--- src/rtl/quant_sched.sv ---
// quant_sched: schedules the shared quantizer between the forward-quant (FQ)
// and inverse-quant (IQ) requesters. It grants jobs round-robin and splits the
// clamped qp into per = qp/6 and rem = qp%6 by repeated subtraction. It then
// publishes the quantizer configuration and offers one coefficient row per
// accepted cycle.
module quant_sched #(
    parameter int unsigned QP_MAX = 51
) (
    input  logic       clk,
    input  logic       rst,
    input  logic       fq_req,
    input  logic [5:0] fq_qp,
    input  logic [1:0] fq_size,
    input  logic       fq_type,
    output logic       fq_gnt,
    output logic       fq_done,
    input  logic       iq_req,
    input  logic [5:0] iq_qp,
    input  logic [1:0] iq_size,
    input  logic       iq_type,
    output logic       iq_gnt,
    output logic       iq_done,
    output logic       q_start,
    output logic       q_inverse,
    output logic [1:0] q_transize,
    output logic       q_type,
    output logic [3:0] q_per,
    output logic [2:0] q_rem,
    output logic       q_row_valid,
    output logic [4:0] q_row_idx,
    input  logic       q_row_ready,
    output logic       busy
);

    localparam logic [5:0] QP_MAX_C = 6'(QP_MAX);

    typedef enum logic [2:0] {
        ST_IDLE = 3'd0,
        ST_DIV  = 3'd1,
        ST_CFG  = 3'd2,
        ST_RUN  = 3'd3,
        ST_DONE = 3'd4
    } state_t;

    // Clamp an incoming qp to the largest legal value.
    function automatic logic [5:0] clamp_qp(input logic [5:0] qp);
        if (qp > QP_MAX_C) begin
            return QP_MAX_C;
        end else begin
            return qp;
        end
    endfunction

    // Index of the final row of a block: (4 << size) - 1.
    function automatic logic [4:0] last_row(input logic [1:0] size);
        case (size)
            2'b00:   return 5'd3;
            2'b01:   return 5'd7;
            2'b10:   return 5'd15;
            2'b11:   return 5'd31;
            default: return 5'd3;
        endcase
    endfunction

    state_t     state_r;
    state_t     state_nxt_s;

    logic       rr_ptr_r;      // 1: IQ wins the next tie (FQ was granted last)
    logic       owner_r;       // 1: current job belongs to IQ
    logic [5:0] opi_r;         // division remainder being reduced
    logic [3:0] per_r;         // quotient accumulated so far
    logic [1:0] size_r;
    logic       type_r;
    logic [4:0] row_r;

    logic       fq_gnt_r, iq_gnt_r, fq_done_r, iq_done_r;
    logic       q_start_r, q_inverse_r, q_type_r, q_row_valid_r, busy_r;
    logic [1:0] q_transize_r;
    logic [3:0] q_per_r;
    logic [2:0] q_rem_r;

    logic       grant_s;
    logic       pick_iq_s;
    logic [5:0] job_qp_s;
    logic [1:0] job_size_s;
    logic       job_type_s;
    logic       div_step_s;
    logic       div_end_s;
    logic       row_fire_s;
    logic       row_last_s;

    // State register.
    always_ff @(posedge clk) begin
        if (!rst) begin
            state_r <= ST_IDLE;
        end else begin
            state_r <= state_nxt_s;
        end
    end

    // Next-state decode.
    always_comb begin
        state_nxt_s = state_r;
        case (state_r)
            ST_IDLE: begin
                if (grant_s) begin
                    state_nxt_s = ST_DIV;
                end else begin
                    state_nxt_s = ST_IDLE;
                end
            end
            ST_DIV: begin
                if (div_end_s) begin
                    state_nxt_s = ST_CFG;
                end else begin
                    state_nxt_s = ST_DIV;
                end
            end
            ST_CFG: state_nxt_s = ST_RUN;
            ST_RUN: begin
                if (row_fire_s && row_last_s) begin
                    state_nxt_s = ST_DONE;
                end else begin
                    state_nxt_s = ST_RUN;
                end
            end
            ST_DONE: state_nxt_s = ST_IDLE;
            default: state_nxt_s = ST_IDLE;
        endcase
    end

    // Per-state decode: arbitration winner, division progress, row handshake.
    always_comb begin
        grant_s    = 1'b0;
        pick_iq_s  = iq_req & (~fq_req | rr_ptr_r);
        job_qp_s   = fq_qp;
        job_size_s = fq_size;
        job_type_s = fq_type;
        div_step_s = 1'b0;
        div_end_s  = 1'b0;
        row_fire_s = 1'b0;
        row_last_s = (row_r == last_row(size_r));
        if (state_r == ST_IDLE) begin
            grant_s = fq_req | iq_req;
        end else begin
            grant_s = 1'b0;
        end
        if (pick_iq_s) begin
            job_qp_s   = iq_qp;
            job_size_s = iq_size;
            job_type_s = iq_type;
        end else begin
            job_qp_s   = fq_qp;
            job_size_s = fq_size;
            job_type_s = fq_type;
        end
        if (state_r == ST_DIV) begin
            div_step_s = (opi_r >= 6'd6);
            div_end_s  = (opi_r <  6'd6);
        end else begin
            div_step_s = 1'b0;
            div_end_s  = 1'b0;
        end
        if (state_r == ST_RUN) begin
            row_fire_s = q_row_ready;
        end else begin
            row_fire_s = 1'b0;
        end
    end

    // Job datapath and registered outputs.
    always_ff @(posedge clk) begin
        if (!rst) begin
            rr_ptr_r      <= 1'b0;
            owner_r       <= 1'b0;
            opi_r         <= 6'd0;
            per_r         <= 4'd0;
            size_r        <= 2'd0;
            type_r        <= 1'b0;
            row_r         <= 5'd0;
            fq_gnt_r      <= 1'b0;
            iq_gnt_r      <= 1'b0;
            fq_done_r     <= 1'b0;
            iq_done_r     <= 1'b0;
            q_start_r     <= 1'b0;
            q_inverse_r   <= 1'b0;
            q_transize_r  <= 2'd0;
            q_type_r      <= 1'b0;
            q_per_r       <= 4'd0;
            q_rem_r       <= 3'd0;
            q_row_valid_r <= 1'b0;
            busy_r        <= 1'b0;
        end else begin
            fq_gnt_r <= grant_s & ~pick_iq_s;
            iq_gnt_r <= grant_s &  pick_iq_s;

            if (grant_s) begin
                owner_r  <= pick_iq_s;
                rr_ptr_r <= ~pick_iq_s;
                opi_r    <= clamp_qp(job_qp_s);
                per_r    <= 4'd0;
                size_r   <= job_size_s;
                type_r   <= job_type_s;
            end else if (div_step_s) begin
                opi_r <= opi_r - 6'd6;
                per_r <= per_r + 4'd1;
            end

            // Configuration is published once and then held until the next job.
            q_start_r <= div_end_s;
            if (div_end_s) begin
                q_inverse_r  <= owner_r;
                q_transize_r <= size_r;
                q_type_r     <= type_r;
                q_per_r      <= per_r;
                q_rem_r      <= opi_r[2:0];
            end

            // Row index restarts per job and stops at the last row (no wrap).
            if (state_r == ST_CFG) begin
                row_r <= 5'd0;
            end else if (row_fire_s && !row_last_s) begin
                row_r <= row_r + 5'd1;
            end

            q_row_valid_r <= (state_nxt_s == ST_RUN);
            fq_done_r     <= (state_nxt_s == ST_DONE) & (state_r == ST_RUN) & ~owner_r;
            iq_done_r     <= (state_nxt_s == ST_DONE) & (state_r == ST_RUN) &  owner_r;
            busy_r        <= (state_nxt_s != ST_IDLE);
        end
    end

    assign fq_gnt      = fq_gnt_r;
    assign iq_gnt      = iq_gnt_r;
    assign fq_done     = fq_done_r;
    assign iq_done     = iq_done_r;
    assign q_start     = q_start_r;
    assign q_inverse   = q_inverse_r;
    assign q_transize  = q_transize_r;
    assign q_type      = q_type_r;
    assign q_per       = q_per_r;
    assign q_rem       = q_rem_r;
    assign q_row_valid = q_row_valid_r;
    assign q_row_idx   = row_r;
    assign busy        = busy_r;

endmodule

--- config.mk ---
export PLATFORM = sky130hd
export DESIGN_NAME = quant_sched
export DESIGN_NICKNAME = d
export VERILOG_FILES = /design/src/rtl/quant_sched.sv
export SDC_FILE = /design/constraint.sdc
export NUM_CORES = 1
export LEC_CHECK = 0
export ABC_AREA = 0
export CORE_MARGIN = 1
export CORE_UTILIZATION = 48
export CTS_CLUSTER_SIZE = 40
export DETAILED_ROUTE_END_ITERATION = 12
export PLACE_DENSITY = 0.89
export SLEW_MARGIN = 5
export SYNTH_ARGS = -nofsm -noshare
export SYNTH_HDL_FRONTEND = slang
export SYNTH_SLANG_ARGS = --single-unit
export TNS_END_PERCENT = 20
--- constraint.sdc ---
create_clock -name clk -period 1.7 [get_ports clk]
set_input_delay 0.255 -clock clk [delete_from_list [all_inputs] [get_ports clk]]
set_output_delay 0.255 -clock clk [all_outputs]
set_load 0.1 [all_outputs]
# Word-level counts from Yosys, hierarchy flattened
# Index checks and enable logic that the tools add are counted.
# totals
register_bits	41
input_bits	23
out_inout_bits	23
elab_cells	71
# op_classes
n_addsub	3
n_lt_le_gt_ge	3
eq_ne	9
mux	15
bitwise_logic	12
reduce_logical	9
# ops
operator	n
$mux 6	4
$pmux 5 s4	1
$pmux 3 s4	1
$eq 3x2->1 const B	3
$and 1x1->1	6
$ge 6x3->1 const B	1
$gt 6x6->1 const B	1
$lt 6x3->1 const B	1
$mux 1	6
$sub 6x3->6 const B	1
$add 5x1->5 const B	1
$eq 5x5->1	1
$add 4x1->4 const B	1
$eq 2x2->1 const B	2
$mux 2	2
$not 1->1	4
$reduce_or 2->1	2
$eq 3x1->1 const B	1
$eq 3x3->1 const B	1
$logic_not 3->1	1
$mux 3	1
$reduce_bool 3->1	1
$eq 2x1->1 const B	1
$logic_and 1x1->1	2
other kinds (4)	5

# Longest topological paths before layout
# Gate-level depths: netlist (run 1).
# logic_depth
ltp_word	9
depth_mapped	5
mapped_depth_nobuf	5

# Least setup slack after synthesis (run 1)
# Ideal clock, no wire load.
# synth_path
path_kind	register to register
start	register row_r[0], in the netlist q_row_idx[0]
end	register state_r[1]
setup_time_ns	0.123
arrival_time_ns	2.120
required_time_ns	1.577
slack_ns	-0.543
path_stages_with_launch	6
path_buffers	0
period_less_slack_ns	2.243
path_cell_list	dfxtp_1 -> ha_1 -> nand2_1 -> o21a_1 -> o21ba_2 -> or2_2
# synth_via
elab_chain_len	4
# synth_lines
element	line_no	rtl
start, declared	74	logic [4:0] row_r;
start signal, assigned	223	row_r <= row_r + 5'd1;
$eq 5x5->1	142	row_last_s = (row_r == last_row(size_r));
$logic_and 1x1->1	121	if (row_fire_s && row_last_s) begin
$mux 3	121	
$pmux 3 s4	104	case (state_r)
end signal, assigned	97	state_r <= state_nxt_s;
end, declared	65	state_t state_r;
# Every way passes these cells.
# A chain may end at the register's enable or synchronous reset.

# Worst setup path after layout (run 1)
# layout_path
start	register size_r[0]
end	register row_r[3], in the netlist q_row_idx[3]
# layout_via
elab_chain_len	5
word_cells_on_any_way	8
classes_between	eq/ne (4); mux (1); reduce/logical (3)
# layout_lines
element	line_no	rtl
start, declared	72	logic [1:0] size_r;
start signal, assigned	202	size_r <= job_size_s;
$eq 2x2->1 (tied with other cells)	56	case (size)
$pmux 5 s4 (*)	56	
$eq 5x5->1 (*)	142	
$logic_not 1->1 (*)	222	end else if (row_fire_s && !row_last_s) begin
$logic_and 1x1->1 (*)	222	
# Mark *: on every way between the ends. The rest lies on a longest branch, timed or not. The select of a mux whose other input is x is not followed.

==> results of run 1 <==
-- logic make-up (layout without fill, tap and decap cells) --
logic type               Yosys count  in the layout
multiplexers                      15             15
buffers and inverters              6             68
AND/OR/NAND/NOR                   83             83
adder cells (fa/ha/maj)            3              3
XOR/XNOR                           6              6
flip-flops                        41             41
AO/OA/AOI/OAI                     38             38
-- synthesized netlist by cell type (2+ instances only) --
master,number
o21ai_0,7
mux2_2,2
a311oi_1,2
nand4_1,2
dfxtp_1,41
o211ai_1,2
nor3_1,3
o22ai_1,2
nor2_1,35
nand2b_1,2
o21a_1,2
mux2i_1,13
clkbuf_1,2
or3_1,2
nand2_1,19
inv_1,2
or2_2,2
a21oi_1,7
and2_1,2
and3_1,3
ha_1,3
xnor2_1,2
a21o_1,2
nand3_1,7
a222oi_1,2
xor2_1,4
-- cell type report --
type                            instances  area, um^2
Multi-Input combinational cell        145         928
Sequential cell                        41         838
Fill cell                             210         717
Clock buffer                            7        97.6
Inverter                                2        7.51
Clock inverter                          1        5.00
Tap cell                               46        57.6
Timing Repair Buffer                   58         791
-- timing repair --
item | in CTS | in global routing
gates resized for setup | 0 | 3
buffers inserted | 0 | 0
hold buffers | 0 | 0
setup endpoints to repair | 0 | 6
-- sequential cells by signal, summed over array words and instances (netlist names), 2 cells and up --
name        count
opi_r           6
q_per           4
q_rem           3
per_r           4
q_transize      2
q_row_idx       5
state_r         3
size_r          2
-- power by group through the flow --
stage,logic [mW],registers [mW],clock network [mW]
2_1_floorplan,0.804,1.71,0
3_3_place_gp,1.75,1.38,0
3_5_place_dp,1.80,1.39,0
4_1_cts,1.81,1.37,0.727
5_1_grt,1.94,1.40,0.773
6_report,1.83,1.38,0.719
-- worst paths after layout --
kind	end	slack (ns)	depth (start not counted)
setup / recovery	q_row_idx[3]	0.05	5
hold / removal	rr_ptr_r	0.51	1
setup reg to reg	q_row_idx[3]	0.05	5
hold reg to reg	rr_ptr_r	0.51	1
-- routing by layer --
layer	wire length, um	part of all wire [%]	GRT usage, %	vias to the layer above
met5	0	0	0	-
met4	102	2.2	11.6	0
met3	325	7.1	6.02	14
met2	2380	52	46.6	95
met1	1740	38	28.5	775
li1	-	-	-	808
-- metrics by stage --
step                      hold WS (ns)  total power, mW
after CTS                        0.499             3.91
after floorplan                  0.354             2.52
after detailed placement         0.471             3.18
after global placement           0.477             3.13
final                            0.506             3.92
after global routing             0.528             4.12
==> results.yml, run 1 <==
setup_path:
  worstPathCellList: "and2_1 > o211ai_1 > o211ai_2 > or3_1 > a21oi_1"
  cp-end-kind: "flip-flop"
  cp_top_family: "compound AO/OA/AOI/OAI gates"
  crit_buf_inv: 0
  slowest_stage: "or3_1"
  startpoint: "size_r[0]"
  cp-start-kind: "flip-flop"
  critPathMaxFanout: 5
  r2r_start: "size_r[0]"
  crit_required_ns: 1.92
  worst_path_largest_cell_delay_ns: 0.39
  critPathKind: "reg -> reg"
  arrival_ns: 1.86
timing:
  period_minus_slack_ns: 1.65
  fmax_ghz: 0.607
  relSlewSlack_pct: 78.3
  rsz0062_at_grt: "yes"
  setup_ws_ns: 0.0535
  fin_crit_sh_pct: 96.9
  worst_pin_slew_ns: 0.322
  drv_slew: 0
  setup_tns_ns: 0
  setup_viol_count_final: 0
  final.setup_skew_ns: 0.00573
  hold_viol_final: 0
power:
  p_sw_share_pct: 41.0
  pwr-share-clk_pct: 18.3
  seqPwrFrac_pct: 35.1
  p_comb_share_pct: 46.5
  p_switching_mw: 1.61
  p_per_area_nw_per_um2: 1440
  p_leak_nw: 1.14
  power.internal_mw: 2.31
  peakVddDrop_uv: 970
clocking:
  cts_sinks: 41
  ctsLongestPathBuffers: 2
  cts_tree: "built"
  cts.clk_slew.worst_paths_ns: 0.08
  clock_latency_ns: 0.29
  numCtsBuffers: 5
  clock-root-buffer: "clkbuf_8"
  htreeDepth: 2
synth:
  netlist_area_um2: 1780
  synthAdderAreaFrac_pct: 2.11
  synth_top_area_cell: "dfxtp_1"
  synth_cell_types: 46
  yosys_register_bits: 41
  netlist_instances: 192
  synth_top_area_share_pct: 46.2
  ys_seq_area_share_pct: 46.2
  synthFlopType: "dfxtp_1"
  synthesis.nets: 218
  synth_compound_area_share_pct: 16.3
  synth_warnings: 0
  synth_top_family_by_area: "simple AND/OR/NAND/NOR gates"
  synth_enable_flop_cells: 0
  synthArstFlopShare_pct: 0
  muxShareOfSynthArea_pct: 8.60
  synth_xor_area_share_pct: 2.96
  synth_area_per_cell_um2: 9.25
  yosys.area_share.simple_pct: 22.0
  synth.top_cells.by_area: "dfxtp_1 46%, nor2_1 7.4%, mux2i_1 7.3%, nand2_1 4.0%, ha_1 2.1%"
floorplanning:
  floorplan.core_area_um2: 3440
  io_pins: 46
  dieHeight_um: 62.8
  rows: 21
  die_area_um2: 3950
  start_util_pct: 51.6
  fp.dieW_um: 62.8
finish:
  stdcell_count: 300
  n_antenna_cell: 0
  synthToLayoutAreaGrowth_pct: 53.5
  final_nets: 279
  final_core_util_pct: 79.2
  layout_common_cells: "35 x nor2_1, 35 x dfxtp_1, 24 x buf_12"
  fin_area_um2: 2730
  drive_gt1_share_pct: 24.8
grt:
  grt_pass1_vias: 1662
  grt_pass1_wl_mm: 7.79
  antenna_found_initial: 0
  grt-ovfl-total: 0
  track_usage_pct: 25.9
  grt_max_degree: 15
place:
  port_buffers: 45
  place_area_um2: 2620
  dp.cells: 292
  place_ws_ns: -0.0371
  dp.final_hpwl_mm: 3.28
  place_congestion: 0.917
hold_path:
  hp-class: "reg -> reg"
  hp-start: "rr_ptr_r"
drt:
  first_pass_iters: 5
  via_per_inst: 5.64
  final_antenna_net_count: 0
  drt_wl_total_mm: 4.55
  vias: 1692
  wire_per_inst_um: 15.2
  drtIter0Drc: 97
  drc: 0
outcome:
  status: "finished, final reports clean"
run:
  maxCapViolations: 0
Note: power is estimated with default switching activity, not from simulation.
==> run 2, diff against run 1 <==
--- a/config.mk
+++ b/config.mk
@@ -8,6 +8,7 @@
 export ABC_AREA = 0
 export CORE_MARGIN = 1
 export CORE_UTILIZATION = 48
+export CTS_CLUSTER_DIAMETER = 120
 export CTS_CLUSTER_SIZE = 40
 export DETAILED_ROUTE_END_ITERATION = 12
 export PLACE_DENSITY = 0.89
==> results of run 2 <==
The final DEF is identical to that of run 1; final timing and power are the same.
